**config.mk**
```make
export PLATFORM = sky130hd
export DESIGN_NAME = div_controller_flat
export DESIGN_NICKNAME = d
export VERILOG_FILES = /design/src/rtl/div_controller_if.sv /design/src/rtl/div_controller.sv /design/src/flat_wrapper.sv
export SDC_FILE = /design/constraint.sdc
export NUM_CORES = 1
export LEC_CHECK = 0
export ABC_AREA = 1
export CAP_MARGIN = 20
export CORE_ASPECT_RATIO = 0.75
export CORE_MARGIN = 2
export CORE_UTILIZATION = 45
export DETAILED_ROUTE_END_ITERATION = 10
export GPL_TIMING_DRIVEN = 0
export PLACE_DENSITY = 0.81
export RECOVER_POWER = 50
export SYNTH_ARGS = -nofsm -noshare
export SYNTH_HDL_FRONTEND = slang
export SYNTH_SLANG_ARGS = --single-unit
```
**constraint.sdc**
```tcl
create_clock -name clk -period 5.71 [get_ports clk]
set_clock_uncertainty 0.2 [all_clocks]
set_input_delay 1.713 -clock clk [delete_from_list [all_inputs] [get_ports clk]]
set_output_delay 1.713 -clock clk [all_outputs]
set_load 0.01 [all_outputs]
```
**src/rtl/div_controller_if.sv**
```systemverilog
// Request/result bundle between a divide requester and div_controller.
interface div_controller_if;
    logic        start;
    logic [31:0] dividend;
    logic [31:0] divisor;
    logic [31:0] quotient;
    logic [31:0] remainder;
    logic        ready;
    logic        busy;
    logic        exception;

    modport master (
        output start, dividend, divisor,
        input  quotient, remainder, ready, busy, exception
    );

    modport slave (
        input  start, dividend, divisor,
        output quotient, remainder, ready, busy, exception
    );
endinterface

```
**src/rtl/div_controller.sv**
```systemverilog
// Sequencer for the 64-bit remainder/quotient register of the divide unit:
// loads |dividend|, runs 32 restoring shift-subtract steps, then signs the result.
module div_controller (
    input  logic             clk,
    input  logic             clr,
    div_controller_if.slave  req,
    input  logic [63:0]      rqb_q,
    output logic [31:0]      rqb_upper,
    output logic [31:0]      rqb_lower,
    output logic             rqb_ena
);

    localparam logic [1:0] IDLE = 2'd0;
    localparam logic [1:0] ITER = 2'd1;
    localparam logic [1:0] DONE = 2'd2;

    logic [1:0]  state_q, state_d;
    logic [4:0]  count_q, count_d;
    logic        neg_quo_q, neg_quo_d;
    logic        neg_rem_q, neg_rem_d;
    logic        dz_q, dz_d;
    logic [31:0] dmag_q, dmag_d;

    logic [31:0] dividend_mag;
    logic [31:0] divisor_mag;
    logic        div_zero;
    logic [63:0] shifted;
    logic [32:0] diff;

    // Magnitudes are 32-bit unsigned, so the most negative value maps onto itself.
    always_comb begin
        dividend_mag = req.dividend[31] ? -req.dividend : req.dividend;
        divisor_mag  = req.divisor[31]  ? -req.divisor  : req.divisor;
        div_zero     = (req.divisor == 32'd0);
        shifted      = rqb_q << 1;
        diff         = {1'b0, shifted[63:32]} - {1'b0, dmag_q};
    end

    always_comb begin
        state_d   = state_q;
        count_d   = count_q;
        neg_quo_d = neg_quo_q;
        neg_rem_d = neg_rem_q;
        dz_d      = dz_q;
        dmag_d    = dmag_q;
        rqb_ena   = 1'b0;
        rqb_upper = 32'd0;
        rqb_lower = 32'd0;

        case (state_q)
            IDLE: begin
                if (req.start) begin
                    rqb_ena   = 1'b1;
                    rqb_upper = 32'd0;
                    rqb_lower = div_zero ? 32'd0 : dividend_mag;
                    neg_quo_d = req.dividend[31] ^ req.divisor[31];
                    neg_rem_d = req.dividend[31];
                    dz_d      = div_zero;
                    dmag_d    = divisor_mag;
                    count_d   = 5'd0;
                    state_d   = div_zero ? DONE : ITER;
                end
            end
            ITER: begin
                rqb_ena = 1'b1;
                // A clear borrow bit means the trial subtraction fits: keep it and shift in a 1.
                if (!diff[32]) begin
                    rqb_upper = diff[31:0];
                    rqb_lower = {shifted[31:1], 1'b1};
                end else begin
                    rqb_upper = shifted[63:32];
                    rqb_lower = shifted[31:0];
                end
                count_d = count_q + 5'd1;
                if (count_q == 5'd31) begin
                    state_d = DONE;
                end
            end
            DONE: begin
                state_d = IDLE;
            end
            default: begin
                state_d = IDLE;
            end
        endcase
    end

    always_ff @(posedge clk or negedge clr) begin
        if (!clr) begin
            state_q   <= IDLE;
            count_q   <= 5'd0;
            neg_quo_q <= 1'b0;
            neg_rem_q <= 1'b0;
            dz_q      <= 1'b0;
            dmag_q    <= 32'd0;
        end else begin
            state_q   <= state_d;
            count_q   <= count_d;
            neg_quo_q <= neg_quo_d;
            neg_rem_q <= neg_rem_d;
            dz_q      <= dz_d;
            dmag_q    <= dmag_d;
        end
    end

    // Results stay valid after DONE since the register is only written on loads and steps.
    always_comb begin
        req.quotient  = neg_quo_q ? -rqb_q[31:0]  : rqb_q[31:0];
        req.remainder = neg_rem_q ? -rqb_q[63:32] : rqb_q[63:32];
        req.ready     = (state_q == DONE);
        req.busy      = (state_q != IDLE);
        req.exception = dz_q;
    end

endmodule

```
**src/flat_wrapper.sv**
```systemverilog
// flat-port wrapper written by rule: the top's interface ports become plain ports
module div_controller_flat 
  (clk, clr, rqb_q, rqb_upper, rqb_lower, rqb_ena, req_start, req_dividend, req_divisor, req_quotient, req_remainder, req_ready, req_busy, req_exception);
  div_controller_if req_i ();
  input  logic clk;
  input  logic clr;
  input  logic [63:0] rqb_q;
  output logic [31:0] rqb_upper;
  output logic [31:0] rqb_lower;
  output logic rqb_ena;
  input wire logic [$bits(req_i.start)-1:0] req_start;
  input wire logic [$bits(req_i.dividend)-1:0] req_dividend;
  input wire logic [$bits(req_i.divisor)-1:0] req_divisor;
  output wire logic [$bits(req_i.quotient)-1:0] req_quotient;
  output wire logic [$bits(req_i.remainder)-1:0] req_remainder;
  output wire logic [$bits(req_i.ready)-1:0] req_ready;
  output wire logic [$bits(req_i.busy)-1:0] req_busy;
  output wire logic [$bits(req_i.exception)-1:0] req_exception;
  assign req_i.start = req_start;
  assign req_i.dividend = req_dividend;
  assign req_i.divisor = req_divisor;
  assign req_quotient = req_i.quotient;
  assign req_remainder = req_i.remainder;
  assign req_ready = req_i.ready;
  assign req_busy = req_i.busy;
  assign req_exception = req_i.exception;
  div_controller u_core (.clk(clk), .clr(clr), .req(req_i), .rqb_q(rqb_q), .rqb_upper(rqb_upper), .rqb_lower(rqb_lower), .rqb_ena(rqb_ena));
endmodule
```
* Yosys cells after proc, flatten, opt, wreduce, memory -nomap -nowiden
Cells that the tools add are included.
Storage, ports and cells: flip-flop bits (word level) 42, bits of input ports 131, output and inout bits 132, logic and storage cells 43
Cells by class: add/subtract/negate cells 6, eq/ne operators 5, mux-type cells 18, bitwise logic cells 1, reduce and logical (&&, ||, !) cells 7
Operators by type and width (count):
- 32-bit two-way mux | 8
- 32-bit negation | 4
- 32-bit one-hot mux with 2 select lines | 1
- 32-bit by 32-bit subtractor with 33-bit output | 1
- 32-bit logical NOT | 1
- 5-bit one-hot mux with 2 select lines | 1
- 2-bit two-way mux | 3
- 2-bit AND reduction | 3
- 5-bit by 1-bit adder with 5-bit output, second input constant | 1
- 5-bit == test, second input constant | 1
- 5-bit two-way mux | 1
- 2-bit one-hot mux with 2 select lines | 1
- 2-bit nonzero test | 2
- 2-bit by 1-bit == test with 1-bit output, second input constant | 1
- 2-bit == test, second input constant | 1
- 2-bit logical NOT | 1
- 1-bit two-way mux | 2
- 2-bit by 1-bit inequality test with 1-bit output, second input constant | 1
- 2-bit inequality test, second input constant | 1
- 1-bit one-hot mux with 2 select lines | 1
- 1-bit XOR | 1

* Depth between registers and ports, before layout
depth after elaboration 5, gate-level depth with buffers 17, mapped depth without buffers 16

* Worst setup path before layout
OpenSTA, ideal clock, no wires.
path type input to output, start point in rqb_q[31], end point out rqb_upper[15], arrival 3.388 ns, data required time 3.797 ns, setup slack 0.409 ns, stages 15, path buffers 1, path through inv_1 -> ha_1 -> fa_1 -> inv_1 -> nand2_1 -> nand2_1 -> nand3_1 -> nand2_1 -> nand2_1 -> nand2_2 -> nand2_2 -> nand2_4 -> buf_6 -> o21ai_0 -> nor2_1
Between the ends: word-level cells in the longest chain between the ends 3
Ends and longest elaborated chain:
- start: declaration | line flat_wrapper.sv:7 | input logic [63:0] rqb_q;
- 32-bit by 32-bit subtractor with 33-bit output | line div_controller.sv:36 | diff = {1'b0, shifted[63:32]} - {1'b0, dmag_q};
- 32-bit two-way mux | line div_controller.sv:67 | if (!diff[32]) begin
- 32-bit two-way mux
- end: declaration | line flat_wrapper.sv:8 | output logic [31:0] rqb_upper;
No other way between the ends.

* Final worst setup path
start point in req_dividend[1], end point out rqb_lower[10]
Between the ends: word-level cells in the longest chain between the ends 5
Ends and longest elaborated chain:
- start: declaration | line flat_wrapper.sv:12 | input wire logic [$bits(req_i.dividend)-1:0] req_dividend;
- 32-bit negation | line div_controller.sv:32 | dividend_mag = req.dividend[31] ? -req.dividend : req.dividend;
- 32-bit two-way mux | line div_controller.sv:32
- 32-bit two-way mux | line div_controller.sv:55 | rqb_lower = div_zero ? 32'd0 : dividend_mag;
- 32-bit two-way mux | line div_controller.sv:52 | if (req.start) begin
- 32-bit one-hot mux with 2 select lines | line div_controller.sv:50 | case (state_q)
- end: declaration | line flat_wrapper.sv:9 | output logic [31:0] rqb_lower;
No other way between the ends.

==> results.sh <==
export IMPL_rr_worst_depth=6
export IMPL_worstReg2RegStart="u_core.state_q[1]$_DFFE_PN0P_"
export IMPL_grt_first_pass_wirelength_um=63500
export IMPL_overflow=0
export IMPL_clk_latency_ps=280
export IMPL_finalSetupTns_ps=-20.4
export IMPL_slew_headroom_pct=-49.2
export IMPL_cts_buffers=5
export IMPL_synthAdderAreaFrac_pct=5.69
export IMPL_ys_types=42
export IMPL_p_leak_nw=6.67
export IMPL_report_final_slew_viol_count=43
export IMPL_antenna_found_initial=3
export IMPL_io_pins=263
export IMPL_drtIter0Drc=1427
export IMPL_hold_depth=2
export IMPL_place_inst=2161
export IMPL_hpwl_um=34200
export IMPL_synth_top_family_by_area="simple AND/OR/NAND/NOR gates"
export IMPL_worstSetupPathType="in2out"
export IMPL_die_h_um=125
export IMPL_crit_top_cell="inv_1"
export IMPL_critical_path_max_stage_delay_ps=460
export IMPL_dieArea_um2=20500
export IMPL_gp_congestion=1.04
export IMPL_power_density_nw_per_um2=446
export IMPL_synth_nets=1816
export IMPL_hold_viol=0
export IMPL_drv_cap=1
export IMPL_pre_cts_slack_ps=-1470
export IMPL_yosys_area_share_simple_pct=44.7
export IMPL_synth_xor_xnor_area_share_pct=10.1
export IMPL_synth_compound_area_share_pct=11.8
export IMPL_hp_class="reg2reg"
export IMPL_hp_start="u_core.dmag_q[16]$_DFFE_PN0P_"
export IMPL_fmax_mhz=175
export IMPL_crit_chain="clkdlybuf4s50_1 -> inv_1 -> ha_2 -> inv_1 -> nor2_4 -> inv_1 -> o21ai_0 -> xor2_1 -> o22ai_1 -> dlygate4sd2_1"
export IMPL_cts_sinks=42
export IMPL_cp_arrival_ps=3820
export IMPL_cts_tree="yes"
export IMPL_holdPathEnd="u_core.dmag_q[16]$_DFFE_PN0P_"
export IMPL_setup_viol=1
export IMPL_crit_path_top_delay_cell="clkdlybuf4s50_1"
export IMPL_synthArstFlopShare_pct=100
export IMPL_total_power_mw=5.84
export IMPL_syn_cell_area_um2=8710
export IMPL_detail_route_antenna_nets=0
export IMPL_drive_above_1_share_pct=16.7
export IMPL_grt_usage_pct=40.5
export IMPL_core_area_um2=19200
export IMPL_synth_avg_cell_area_um2=5.29
export IMPL_period_share_pct=100
export IMPL_fin_area_um2=13100
export IMPL_cts_root_buf="clkbuf_16"
export IMPL_ctsHtreeMaxLevel=2
export IMPL_setup_worst_path_end_class="output pin"
export IMPL_required_ps=3800
export IMPL_rsz0062_at_grt="yes"
export IMPL_synth_area_leaders="nand2_1, inv_1, dfrtp_1"
export IMPL_grt_max_degree=43
export IMPL_synth_common_cells="nand2_1, inv_1, nor2_1"
export IMPL_finalCriticalPeriod_ps=5730
export IMPL_drc=0
export IMPL_totalWireLength_um=42800
export IMPL_muxShareOfSynthArea_pct=0
export IMPL_synth_edf_count=0
export IMPL_ys_seq_elements=42
export IMPL_ys_flop_type="dfrtp_1"
export IMPL_ys_warn_count=0
export IMPL_nets=2132
export IMPL_synth_top_area_share_pct=21.2
export IMPL_io_buffers=261
export IMPL_placed_area_um2=11700
export IMPL_setup_ws_ps=-20.4
export IMPL_grt_pass1_vias=11109
export IMPL_ir_drop_mv=0.263
export IMPL_syn2layout_area_growth_pct=50.2
export IMPL_ys_seq_area_share_pct=12.1
export IMPL_instances_no_fill=2218
export IMPL_via_per_inst=5.56
export IMPL_r2r_slack_ps=3540
export IMPL_status="finished, violations left"
export IMPL_vias=12328
export IMPL_start_kind="input pin"
export IMPL_yosysMostFrequentCell="nand2_1"
export IMPL_worstReg2RegEnd="u_core.count_q[2]$_DFFE_PN0P_"
export IMPL_synth_top_area_cell="nand2_1"
export IMPL_syn_inst=1646
export IMPL_wl_per_cell_um=19.3
export IMPL_clk_pin_slew_ps=50
export IMPL_die_w_um=165
export IMPL_initial_core_util_pct=45.5
export IMPL_cp_max_fo=4
export IMPL_cts_path_max_buffers=2
export IMPL_drtPass1Iterations=5
export IMPL_tightestPinTransition_ps=2240
export IMPL_violations="max-capacitance violations, max-slew violations, negative setup slack"
export IMPL_placementRows=44
per-stage QoR:
stage	hold WS, ps	util (%)
5_1_grt	311	68.3
4_1_cts	281	66.7
2_1_floorplan	249	-
6_report	281	68.3
3_5_place_dp	266	60.8
3_3_place_gp	267	60.8
state kept, by name, indices dropped and copies added, names as in the netlist:
signal                flops
u_core.dmag_q            32
u_core.neg_quo_q          1
u_core.req.exception      1
u_core.neg_rem_q          1
u_core.count_q            5
u_core.state_q            2
area by class of cell:
| type | count | area (um2) |
|---|---|---|
| inverter | 309 | 1170 |
| fill | 1831 | 6080 |
| clock buffer | 6 | 129 |
| multi-input combinational | 1257 | 7320 |
| antenna | 2 | 5.00 |
| tap | 253 | 317 |
| buffer | 37 | 230 |
| clock inverter | 2 | 13.8 |
| timing repair buffer | 310 | 2850 |
| sequential | 42 | 1050 |
kinds of logic (layout without fill, tap and decap cells):
kind of cell             after synthesis  in the layout
buffers and inverters                348            664
XOR/XNOR                             100            100
AO/OA/AOI/OAI                        185            185
AND/OR/NAND/NOR                      932            933
adder cells (fa/ha/maj)               39             39
other                                  0              2
flip-flops                            42             42
report_power, final:
| part | switching (mW) | internal [mW] | total [mW] |
|---|---|---|---|
| Clock | 0.113 | 0.162 | 0.275 |
| Combinational | 3.05 | 2.01 | 5.06 |
| Sequential | 0.0692 | 0.435 | 0.504 |
| Total | 3.23 | 2.61 | 5.84 |
metal layers:
layer	global-route usage (%)	wire length (um)	up-vias
li1	-	-	5780
met1	60.4	18500	5653
met2	58.0	17400	773
met3	9.89	5410	120
met4	9.82	1540	2
met5	0	13	-
cells in the final DEF, fill, tap and decap left out, types with 16 or more instances in the layout:
| cell | instances |
|---|---|
| clkdlybuf4s50_1 | 110 |
| nor2_4 | 16 |
| inv_2 | 16 |
| buf_4 | 31 |
| nand4_1 | 24 |
| nor2_2 | 27 |
| o21ai_0 | 88 |
| inv_1 | 287 |
| xor2_1 | 85 |
| nand2_1 | 465 |
| a21oi_1 | 32 |
| nand3_1 | 130 |
| buf_2 | 56 |
| o22ai_1 | 19 |
| nor2_1 | 181 |
| dlygate4sd2_1 | 42 |
| dfrtp_1 | 42 |
| clkbuf_1 | 28 |
| nand2_2 | 25 |
| ha_4 | 33 |
critical path: cells and delay by family:
kind,cells,cell delay [ps]
compound gates,2,380
xor+xnor,1,350
fa+ha+maj,1,180
buf+inv,5,1030
simple gates,1,170
worst max-delay path by stage:
stage                     depth (start not counted)  slack [ps]             to            start
after floorplan                                  15         410  rqb_upper[15]        rqb_q[31]
after global placement                           17       -1440   rqb_upper[2]        rqb_q[31]
after detailed placement                         17       -1470   rqb_upper[2]        rqb_q[31]
after CTS                                        18         -20  rqb_upper[17]        rqb_q[31]
after global routing                             10        -110  rqb_lower[10]  req_dividend[1]
final                                            10         -20  rqb_lower[10]  req_dividend[1]
timing repair:
| action | CTS | global route |
|---|---|---|
| pin swaps | 39 | 38 |
| gates resized for setup | 478 | 165 |
| endpoints found under the setup margin | 110 | 82 |
| hold buffers | 0 | 0 |
| gates cloned | 5 | 2 |
| buffers inserted | 32 | 11 |
Note: power is estimated with default switching activity, not from simulation.
